`config.mk`:
```
export PLATFORM = sky130hd
export DESIGN_NAME = fetch_unit
export DESIGN_NICKNAME = d
export VERILOG_FILES = /design/src/rtl/fetch_unit_pkg.sv /design/src/rtl/fetch_unit_pc_unit.sv /design/src/rtl/fetch_unit.sv
export SDC_FILE = /design/constraint.sdc
export NUM_CORES = 1
export LEC_CHECK = 0
export ABC_CLOCK_PERIOD_IN_PS = 5090
export CORE_UTILIZATION = 40
export CTS_CLUSTER_SIZE = 14
export DETAILED_ROUTE_END_ITERATION = 8
export GPL_ROUTABILITY_DRIVEN = 0
export HOLD_SLACK_MARGIN = 0.15
export PLACE_DENSITY_LB_ADDON = 0.3
export RECOVER_POWER = 100
export SYNTH_ARGS = -nofsm -noshare
export SYNTH_HDL_FRONTEND = slang
export SYNTH_SLANG_ARGS = --single-unit
```
`constraint.sdc`:
```
create_clock -name clk -period 5.09 [get_ports clk]
set_input_delay 1.018 -clock clk [delete_from_list [all_inputs] [get_ports clk]]
set_output_delay 1.018 -clock clk [all_outputs]
set_load 0.005 [all_outputs]
```
`src/rtl/fetch_unit_pkg.sv`:
```
// Shared types and constants for the instruction fetch unit.
package fetch_unit_pkg;

  typedef enum logic [1:0] {
    ST_FETCH   = 2'd0,
    ST_HOLD    = 2'd1,
    ST_DISCARD = 2'd2
  } state_e;

  localparam int INSTR_W = 32;
  localparam int PC_INC  = 4;

endpackage

```
`src/rtl/fetch_unit_pc_unit.sv`:
```
// Program counter: register, +4 incrementer and branch redirect mux.
module pc_unit
  import fetch_unit_pkg::*;
#(
  parameter int                 ADDR_W   = 32,
  parameter logic [ADDR_W-1:0]  RESET_PC = '0
) (
  input  logic              clk,
  input  logic              rst,
  input  logic              load_inc,
  input  logic              load_br,
  input  logic [ADDR_W-1:0] branch_addr,
  output logic [ADDR_W-1:0] pc,
  output logic [ADDR_W-1:0] pc_inc
);

  localparam logic [ADDR_W-1:0] ALIGN_MASK = ~ADDR_W'(3);

  logic [ADDR_W-1:0] pc_q;
  logic [ADDR_W-1:0] pc_d;

  // Wraps naturally modulo 2^ADDR_W.
  assign pc_inc = pc_q + ADDR_W'(PC_INC);
  assign pc     = pc_q;

  always_comb begin
    pc_d = pc_q;
    if (load_br) begin
      pc_d = branch_addr & ALIGN_MASK;
    end else if (load_inc) begin
      pc_d = pc_inc;
    end
  end

  always_ff @(posedge clk) begin
    if (!rst) begin
      pc_q <= RESET_PC & ALIGN_MASK;
    end else begin
      pc_q <= pc_d;
    end
  end

endmodule

```
`src/rtl/fetch_unit.sv`:
```
// Instruction fetch FSM with one-entry instruction buffer.
// Optional FETCH_FLUSH_CNT_EN adds a saturating flush_count output.
module fetch_unit
  import fetch_unit_pkg::*;
#(
  parameter int                 ADDR_W   = 32,
  parameter logic [ADDR_W-1:0]  RESET_PC = '0
) (
  input  logic               clk,
  input  logic               rst,
  input  logic               freeze,
  input  logic               branch_taken,
  input  logic [ADDR_W-1:0]  branch_addr,
  output logic               imem_req,
  output logic [ADDR_W-1:0]  imem_addr,
  input  logic               imem_ack,
  input  logic [INSTR_W-1:0] imem_rdata,
  output logic               valid,
  output logic [INSTR_W-1:0] instr,
  output logic [ADDR_W-1:0]  pc_next
`ifdef FETCH_FLUSH_CNT_EN
  ,
  output logic [15:0]        flush_count
`endif
);

  state_e             state_q, state_d;
  logic [INSTR_W-1:0] instr_q, instr_d;
  logic [ADDR_W-1:0]  pc_next_q, pc_next_d;
  logic               load_inc;
  logic               load_br;
  logic [ADDR_W-1:0]  pc;
  logic [ADDR_W-1:0]  pc_inc;

  pc_unit #(
    .ADDR_W   (ADDR_W),
    .RESET_PC (RESET_PC)
  ) u_pc (
    .clk         (clk),
    .rst         (rst),
    .load_inc    (load_inc),
    .load_br     (load_br),
    .branch_addr (branch_addr),
    .pc          (pc),
    .pc_inc      (pc_inc)
  );

  assign imem_addr = pc;

  // The ack-cycle word bypasses the buffer so valid appears with zero latency.
  always_comb begin
    state_d   = state_q;
    instr_d   = instr_q;
    pc_next_d = pc_next_q;
    load_inc  = 1'b0;
    load_br   = 1'b0;
    imem_req  = 1'b0;
    valid     = 1'b0;
    instr     = instr_q;
    pc_next   = pc_next_q;
    if (rst) begin
      case (state_q)
        ST_FETCH: begin
          imem_req = 1'b1;
          if (branch_taken) begin
            load_br = 1'b1;
            if (!imem_ack) begin
              state_d = ST_DISCARD;
            end
          end else if (imem_ack) begin
            instr_d   = imem_rdata;
            pc_next_d = pc_inc;
            load_inc  = 1'b1;
            valid     = 1'b1;
            instr     = imem_rdata;
            pc_next   = pc_inc;
            if (freeze) begin
              state_d = ST_HOLD;
            end
          end
        end
        ST_HOLD: begin
          if (branch_taken) begin
            load_br = 1'b1;
            state_d = ST_FETCH;
          end else begin
            valid = 1'b1;
            if (!freeze) begin
              state_d = ST_FETCH;
            end
          end
        end
        ST_DISCARD: begin
          // A redirect here retargets the PC; the in-flight ack is still owed.
          load_br = branch_taken;
          if (imem_ack) begin
            state_d = ST_FETCH;
          end
        end
        default: state_d = ST_FETCH;
      endcase
    end
  end

  always_ff @(posedge clk) begin
    if (!rst) begin
      state_q   <= ST_FETCH;
      instr_q   <= '0;
      pc_next_q <= '0;
    end else begin
      state_q   <= state_d;
      instr_q   <= instr_d;
      pc_next_q <= pc_next_d;
    end
  end

`ifdef FETCH_FLUSH_CNT_EN
  logic        drop;
  logic [15:0] flush_count_q, flush_count_d;

  assign drop = rst && (
                  (branch_taken && state_q == ST_FETCH && imem_ack) ||
                  (branch_taken && state_q == ST_HOLD) ||
                  (state_q == ST_DISCARD && imem_ack));

  always_comb begin
    flush_count_d = flush_count_q;
    if (drop && flush_count_q != 16'hFFFF) begin
      flush_count_d = flush_count_q + 16'd1;
    end
  end

  always_ff @(posedge clk) begin
    if (!rst) begin
      flush_count_q <= '0;
    end else begin
      flush_count_q <= flush_count_d;
    end
  end

  assign flush_count = flush_count_q;
`endif

endmodule

```
==> results.tsv <==
metric	value	unit
status	complete, but fails checks	
violations	max-capacitance violations, max-slew violations	
required	4.07	ns
cts_resized	0	
die_width	113	um
grt_max_degree	90	
use_met1	31.2	%
antenna_found_initial	0	
row_count	40	
first_pass_iters	5	
cts_buffer_depth	2	
hold_class	flip-flop to flip-flop	
setup_ws	0.247	ns
ys_seq_elements	96	
start_kind	input pin	
drive_gt1_share	3.87	%
antenna_cells	0	
overflow	0	
r2r_start	state_q[1]	
fin_area	6930	um2
ys_warn_count	0	
rsz0062_at_grt	false	
synthDistinctLibCells	49	
num_io_pins	167	
min_delay_path_depth	2	
area_delta_synth_final	39.7	%
cts_tree	built	
grt_usage	23.8	%
setup_viol_count_final	0	
viasPerCell	5.41	
timing.rr.end	u_pc.pc[14]	
p_leak	0.00278	uW
place_ws	0.448	ns
path_max_fanout	31	
grt_pass1_vias	5043	
finalHoldViolCount	0	
critPathSlowestCell	dlygate4sd3_1	
relSlewSlack	-48.1	%
finalCriticalPeriod	4.84	ns
slew_violations	159	
min_from	instr_q[2]	
dieArea	12900	um2
synth_top_family_by_area	simple AND/OR/NAND/NOR gates	
use_met2	40.4	%
insertion_delay	0.34	ns
finalCritPeriodShare	95.2	%
drv_cap	3	
ys.flop_type	dfxtp_1	
slowest_delay	0.64	ns
totalWireLength	15200	um
yosys.area_share.simple	30.3	%
async_flop_share	0	%
num_vias	5373	
crit_chain	dlygate4sd3_1 > nor4b_1 > nand2_4 > buf_4 > o21ai_0 > dlygate4sd3_1	
cts_buffers	9	
wl_per_cell	15.3	um
clock_sinks	96	
powerDensity	277	nW/um2
synth-compound-area-share	20.7	%
critPathArrivalTime	3.83	ns
top_usage_layer	met2	
clk_pin_slew	0.06	ns
hold_end	instr_q[2]	
setup.worst_path.class	input pin to primary output	
finClkSkew	0.00597	ns
htreeDepth	3	
hold_buffers	0	
r2r_slack	1.32	ns
cp_common_cell	dlygate4sd3_1	
ff2ff_path_depth	7	
post-cts-setup-buffer-count	0	
worst_pin_slew	2.22	ns
syn_inst	694	
start_util	41.1	%
synthMuxAreaShare	0	%
nNetsFinal	891	
max-vdd-ir-drop	181	uV
place_area	6630	um2
first_iter_violations	345	
dpl.hpwl	10300	um
syn_area_per_cell	7.15	um2
clock.fmax	206	MHz
synthAdderAreaFrac	0.252	%
synth_xor_area_share	4.59	%
ant_nets	0	
endpoint_kind	primary output	
io_buffers	162	
fin_setup_tns	0	ns
synth_edf_count	0	
yosysSeqAreaShare	38.7	%
grt_pass1_wl	24600	um
synth_area	4960	um2
cts_root_buffer	clkbuf_16	
fin_util	57.5	%
use_met3	3.03	%
core_area	12100	um2
remaining_drc_errors	0	
dieHeight	113	um
layer usage:
metal	share of wire (%)	up-vias	wire, um
li1	-	2641	-
met1	45	2534	6800
met2	49	185	7500
met3	4.9	13	751
met4	1.2	0	185
met5	0	-	0
how the worst max path moves through the flow:
stage                 start           to  cells after the start
6_report       branch_taken  pc_next[16]                      6
5_1_grt        branch_taken  pc_next[16]                      6
4_1_cts        branch_taken    instr[12]                      7
3_5_place_dp   branch_taken     instr[0]                      7
3_3_place_gp   branch_taken    instr[12]                      7
2_1_floorplan  branch_taken    instr[12]                      7
per-stage QoR:
stage | total power [uW] | std cells | hold slack, ns
after floorplan | 996 | 695 | 0.437
after global routing | 2010 | 994 | 0.478
after CTS | 1960 | 994 | 0.459
after global placement | 1180 | 978 | 0.441
after detailed placement | 1190 | 978 | 0.448
final | 1920 | 994 | 0.456
cell usage after synthesis (3+ instances only):
cell type  instances  area [um2]
and3_1             9        56.3
a32oi_1            3        26.3
and4_1             4        35.0
a22oi_1           14         105
dfxtp_1           96        1920
xor2_1            19         166
clkbuf_2           3        15.0
nor2_1            28         105
buf_1              5        18.8
o21ai_0           54         270
nor3_1             9        45.0
nand3_1           18        90.1
o211ai_1           5        37.5
and2_1            11        68.8
nor4_1             5        31.3
buf_4              5        37.5
nand2b_1           3        18.8
a21oi_1           66         330
nand2_1          217         815
xnor2_1            7        61.3
a211oi_1           7        52.6
a221oi_1           4        35.0
buf_2             14        70.1
clkbuf_1          31         116
a21o_1             3        22.5
nand4_1           19         119
o22ai_1            8        50.1
cell type report:
class                   instances  area, um2
clock inverters                 6        108
clock buffers                  10        229
well taps                     168        210
multi-input cells             539       2770
inverters                       2       7.51
flip-flops and latches         96       1920
fillers                      1123       5130
repair buffers                173       1690
power by group:
group	switching [uW]	total, uW	internal, uW
Clock	289	767	479
Combinational	149	317	168
Sequential	45.0	839	794
Total	483	1920	1440
cells in the final DEF, fill, tap and decap left out, types with 11 or more instances in the layout:
cell             Yosys  layout
clkdlybuf4s50_1      0      75
nand4_1             19      19
nand3_1             18      18
and2_1              11      11
dlygate4sd3_1        0      87
xor2_1              19      19
dfxtp_1             96      96
o21ai_0             54      54
nor2_1              28      28
a21oi_1             66      66
a22oi_1             14      14
nand2_1            217     217
logic make-up after synthesis:
group,Yosys count
compound gates,176
xor+xnor,26
fa+ha+maj,1
buf+inv,60
flops,96
other cells,1
simple gates,334
worst max-delay path: cells and delay by family:
family | cells | cell delay [ns]
compound gates | 1 | 0.23
buf+inv | 3 | 1.58
simple gates | 2 | 0.98
state kept, by name (all words and copies together) (netlist names):
name / cells
instr_q: 32
pc_next_q: 32
state_q: 2
u_pc.pc: 30
(Power assumes the default switching activity.)
